## config.mk

```make
export PLATFORM = sky130hd
export DESIGN_NAME = sync_fifo_flat
export DESIGN_NICKNAME = d
export VERILOG_FILES = /design/src/rtl/sync_fifo_if.sv /design/src/rtl/sync_fifo.sv /design/src/flat_wrapper.sv
export SDC_FILE = /design/constraint.sdc
export NUM_CORES = 1
export LEC_CHECK = 0
export ABC_AREA = 0
export ABC_CLOCK_PERIOD_IN_PS = 4900
export BUFFER_PORTS_ARGS = -buffer_cell sky130_fd_sc_hd__buf_4
export CORE_MARGIN = 2
export CORE_UTILIZATION = 45
export DETAILED_ROUTE_END_ITERATION = 10
export GPL_ROUTABILITY_DRIVEN = 1
export PLACE_DENSITY = 0.81
export SLEW_MARGIN = 5
export SYNTH_ARGS = -nofsm -noshare
export SYNTH_HDL_FRONTEND = slang
export SYNTH_SLANG_ARGS = --single-unit
```

## constraint.sdc

```tcl
create_clock -name clk -period 4.9 [get_ports clk]
set_input_delay 0.735 -clock clk [delete_from_list [all_inputs] [get_ports clk]]
set_output_delay 0.735 -clock clk [all_outputs]
set_load 0.005 [all_outputs]
```

## src/rtl/sync_fifo_if.sv

```systemverilog
// sync_fifo push/pop handshake bundle.
// SYNC_FIFO_ERR_EN adds the sticky error flag.
interface sync_fifo_if #(
    parameter int DATA_WIDTH = 32
);
    logic [DATA_WIDTH-1:0] data_write;
    logic                  write;
    logic                  full;
    logic                  almost_full;
    logic [DATA_WIDTH-1:0] data_read;
    logic                  next_read;
    logic                  empty;
`ifdef SYNC_FIFO_ERR_EN
    logic                  error;

    modport master (
        output data_write, write, next_read,
        input  full, almost_full, data_read, empty, error
    );
    modport slave (
        input  data_write, write, next_read,
        output full, almost_full, data_read, empty, error
    );
`else
    modport master (
        output data_write, write, next_read,
        input  full, almost_full, data_read, empty
    );
    modport slave (
        input  data_write, write, next_read,
        output full, almost_full, data_read, empty
    );
`endif
endinterface

```

## src/rtl/sync_fifo.sv

```systemverilog
// Single-clock first-word-fall-through FIFO, any NUM_SLOTS >= 2.
// SYNC_FIFO_ERR_EN adds a sticky overflow/underflow error flag.
module sync_fifo #(
    parameter int NUM_SLOTS     = 2,
    parameter int LOG_NUM_SLOTS = 1,
    parameter int DATA_WIDTH    = 32
) (
    input logic       clk,
    input logic       rst,
    sync_fifo_if.slave fifo
);
    localparam int CW = LOG_NUM_SLOTS + 1;
    localparam logic [LOG_NUM_SLOTS-1:0] LAST =
        LOG_NUM_SLOTS'(NUM_SLOTS - 1);
    localparam logic [CW-1:0] CNT_FULL = CW'(NUM_SLOTS);
    localparam logic [CW-1:0] CNT_AF   = CW'(NUM_SLOTS - 1);

    logic [DATA_WIDTH-1:0]    mem_q [NUM_SLOTS];
    logic [LOG_NUM_SLOTS-1:0] wr_ptr_q, wr_ptr_d;
    logic [LOG_NUM_SLOTS-1:0] rd_ptr_q, rd_ptr_d;
    logic [CW-1:0]            count_q, count_d;
    logic                     push, pop;
    logic                     full, empty;

    function automatic logic [LOG_NUM_SLOTS-1:0] nxt(
        input logic [LOG_NUM_SLOTS-1:0] p
    );
        // Explicit wrap: NUM_SLOTS need not be a power of two
        return (p == LAST) ? '0 : p + 1'b1;
    endfunction

    assign full  = (count_q == CNT_FULL);
    assign empty = (count_q == '0);

    assign push = fifo.write && (!full || fifo.next_read);
    assign pop  = fifo.next_read && !empty;

    assign fifo.full        = full;
    assign fifo.empty       = empty;
    assign fifo.almost_full = (count_q >= CNT_AF);
    assign fifo.data_read   = mem_q[rd_ptr_q];

    always_comb begin
        wr_ptr_d = push ? nxt(wr_ptr_q) : wr_ptr_q;
        rd_ptr_d = pop  ? nxt(rd_ptr_q) : rd_ptr_q;
        count_d  = count_q;
        unique case (1'b1)
            push && !pop: count_d = count_q + 1'b1;
            pop && !push: count_d = count_q - 1'b1;
            default:      count_d = count_q;
        endcase
    end

    always_ff @(posedge clk) begin
        if (!rst) begin
            wr_ptr_q <= '0;
            rd_ptr_q <= '0;
            count_q  <= '0;
        end else begin
            wr_ptr_q <= wr_ptr_d;
            rd_ptr_q <= rd_ptr_d;
            count_q  <= count_d;
        end
    end

    always_ff @(posedge clk) begin
        if (push) begin
            mem_q[wr_ptr_q] <= fifo.data_write;
        end
    end

`ifdef SYNC_FIFO_ERR_EN
    logic error_q, error_d;

    assign error_d = error_q
                   | (fifo.write && full && !fifo.next_read)
                   | (fifo.next_read && empty);
    assign fifo.error = error_q;

    always_ff @(posedge clk) begin
        if (!rst) begin
            error_q <= 1'b0;
        end else begin
            error_q <= error_d;
        end
    end
`endif
endmodule

```

## src/flat_wrapper.sv

```systemverilog
// flat-port wrapper written by rule: the top's interface ports become plain ports
module sync_fifo_flat 
#(
    parameter int NUM_SLOTS     = 2,
    parameter int LOG_NUM_SLOTS = 1,
    parameter int DATA_WIDTH    = 32
)
  (clk, rst, fifo_data_write, fifo_write, fifo_next_read, fifo_full, fifo_almost_full, fifo_data_read, fifo_empty);
  sync_fifo_if #(.DATA_WIDTH(DATA_WIDTH)) fifo_i ();
  input logic clk;
  input logic rst;
  input wire logic [$bits(fifo_i.data_write)-1:0] fifo_data_write;
  input wire logic [$bits(fifo_i.write)-1:0] fifo_write;
  input wire logic [$bits(fifo_i.next_read)-1:0] fifo_next_read;
  output wire logic [$bits(fifo_i.full)-1:0] fifo_full;
  output wire logic [$bits(fifo_i.almost_full)-1:0] fifo_almost_full;
  output wire logic [$bits(fifo_i.data_read)-1:0] fifo_data_read;
  output wire logic [$bits(fifo_i.empty)-1:0] fifo_empty;
  assign fifo_i.data_write = fifo_data_write;
  assign fifo_i.write = fifo_write;
  assign fifo_i.next_read = fifo_next_read;
  assign fifo_full = fifo_i.full;
  assign fifo_almost_full = fifo_i.almost_full;
  assign fifo_data_read = fifo_i.data_read;
  assign fifo_empty = fifo_i.empty;
  sync_fifo #(.NUM_SLOTS(NUM_SLOTS), .LOG_NUM_SLOTS(LOG_NUM_SLOTS), .DATA_WIDTH(DATA_WIDTH)) u_core (.clk(clk), .rst(rst), .fifo(fifo_i));
endmodule
```

==> flow_metrics.tcl <==
set metrics [dict create \
    outcome "completed" \
    wire_length_of_the_first_global_routing_pass_um 6240 \
    synth_area_per_cell_sq_um 21.0 \
    final-instance-count-excl-fill 287 \
    synth_top_area_frac 0.703 \
    power_density_mw_per_mm2 485 \
    via_count 1356 \
    worst_slew_pin_slew_ps 1040 \
    timing.final.max_slew_violations 0 \
    tritoncts_clock_tree "done" \
    rows 28 \
    ant_nets 0 \
    skew_ps 7.12 \
    worst-path-max-fanout 32 \
    critical-path-slowest-cell "dfxtp_2" \
    layout-drive-gt1-share 0.566 \
    floorplan.core_area_sq_mm 0.00589 \
    synth.top_cells.by_count "64 x edfxtp_1, 30 x mux2_4, 6 x inv_1, 5 x dfxtp_1, 4 x ha_1" \
    hold_violations 0 \
    gp_congestion 0.675 \
    cts_made_buffers 9 \
    yosysTopAreaCell "edfxtp_1" \
    max-clock-path-buffers 2 \
    worst_hold_path_type "reg -> reg" \
    min_period_over_period 0.541 \
    synth_seq_cells 69 \
    startpoint_type "flip-flop" \
    die_w_um 82.0 \
    place.detailed.instances 271 \
    finalCriticalPeriod_ps 2650 \
    timing.critical_path.cells "mux2_2 -> buf_4" \
    synth_edf_count 64 \
    power.internal_mw 1.27 \
    post_cts_resized 0 \
    synth-seq-area-share 0.739 \
    critPathKind "reg -> out" \
    post_synth_main_area_contributors "edfxtp_1 70%, mux2_4 16%, dfxtp_1 3.7%" \
    routed_wirelength_um 4270 \
    starting_density 0.465 \
    drt_drc_violations_left 0 \
    placement.io_buffers 70 \
    ir_drop_mv 0.317 \
    cellLeakagePower_nw 1.39 \
    critical_path.n_buffers_inverters 1 \
    post-cts-setup-buffer-count 0 \
    swShare 0.252 \
    grt_max_degree 33 \
    synth_top_flop_cell "edfxtp_1" \
    drt_wl_cell_um 14.9 \
    clk_latency_ps 340 \
    power.clock.fraction 0.258 \
    syn-instance-count 130 \
    dr.pass1.iters 4 \
    synth.yosys.warnings 0 \
    finish.net_count 247 \
    cts-root-buf "clkbuf_8" \
    final-setup-viol-count 0 \
    grt-ovfl-total 0 \
    grt_antenna_before_repair 0 \
    power_frac_comb 0.269 \
    max_slew_margin 0.307 \
    design.portCount 71 \
    die_height_um 82.0 \
    end_kind "output pin" \
    number_of_global_route_vias_before_repair 1343 \
    critPathTopFamily "flip-flops" \
    power_frac_seq 0.473 \
    areaGrowthSynthToFinish_pct 27.6 \
    hold_fix_buffers_cts 0 \
    mappedNetlistNets 170 \
    drt_iter0_markers 70 \
    antenna_cells_inserted 0 \
    maxClockFrequency_mhz 377 \
    floorplan_die_area_sq_mm 0.00672 \
    synth_most_common_cell "edfxtp_1" \
    globalRouteTotalUtil 0.135 \
    post_synth_num_cell_types 18 \
    tns_ps 0 \
    netlist_area_sq_mm 0.00274 \
    cts.clk_slew.worst_paths_ps 70 \
    final_util 0.593 \
    viasPerCell 4.72 \
    required_ps 4160 \
    arrival_time_of_data_at_the_critical_path_endpoint_ps 1910 \
    cts-htree-levels 3 \
    cap_viol_max_count 0 \
    async_flop_share 0 \
    clkSinkCount 69 \
    net_switching_component_of_the_power_uw 426 \
    grt_setup_unrepaired "false" \
    cp_slowest_stage_delay_ps 1010 \
]
==> cells by family (layout without fill, tap and decap cells) <==
family	count (synthesis)	after routing	synth area share
mux	33	33	0.177
buf+inv	10	92	0.0343
xor+xnor	3	3	0.00961
compound gates	3	3	0.00686
flops	69	69	0.739
simple gates	8	8	0.0151
fa+ha+maj	4	4	0.0183
==> layer usage <==
metal | GRT usage | wire length, um
met2 | 0.233 | 2270
met3 | 0.0615 | 312
met5 | 0 | 0
met1 | 0.138 | 1620
met4 | 0.0700 | 63
==> cell type report <==
class / instances / area (sq um)
Clock buffer: 10 / 128
Clock inverter: 6 / 63.8
Fill cell: 455 / 2390
Inverter: 6 / 22.5
Multi-Input combinational cell: 51 / 634
Sequential cell: 69 / 2020
Tap cell: 75 / 93.8
Timing Repair Buffer: 70 / 526
==> through the flow <==
stage               power, mW  worst slack [ps]  hold slack, ps  area [sq um]
CTS                      1.72              2180             513          3490
global placement         1.26              2580             491          3300
floorplan                1.10              2300             451          2740
finish                   1.69              2250             507          3490
global route             1.79              2120             548          3490
detailed placement       1.28              2560             503          3300
==> worst min-delay path, stage by stage (launching register included) <==
cell	delay, ps
dfxtp_1	340
nand2_1	60
mux2i_1	50
==> sequential cells by signal, indices dropped and copies added, names as in the netlist, named ones only <==
register	flops
u_core.mem_q	64
u_core.wr_ptr_q	1
u_core.count_q	2
u_core.rd_ptr_q	1
==> power groups by stage <==
stage	clock [mW]	combinational [mW]	sequential, mW
after floorplan	0	0.342	0.760
after global placement	0	0.451	0.812
after detailed placement	0	0.464	0.818
after CTS	0.452	0.466	0.805
after global routing	0.477	0.498	0.814
final	0.436	0.455	0.801
==> layout by cell type, fill, tap and decap left out, types with 3 or more instances in the layout <==
cell and count:
clkbuf_8 9, inv_1 6, dfxtp_1 4, mux2_4 30, ha_1 4, and2_1 3, buf_4 70, edfxtp_1 64
==> path summary, 6_finish.rpt <==
check / start / to / slack (ps) / depth (start not counted)
setup / recovery: flip-flop / fifo_data_read[8] / 2250 / 2
hold / removal: u_core.wr_ptr_q / u_core.wr_ptr_q / 510 / 2
setup reg to reg: u_core.count_q[0] / u_core.mem_q[1][18] / 2950 / 5
hold reg to reg: u_core.wr_ptr_q / u_core.wr_ptr_q / 510 / 2
(Power assumes the default switching activity.)
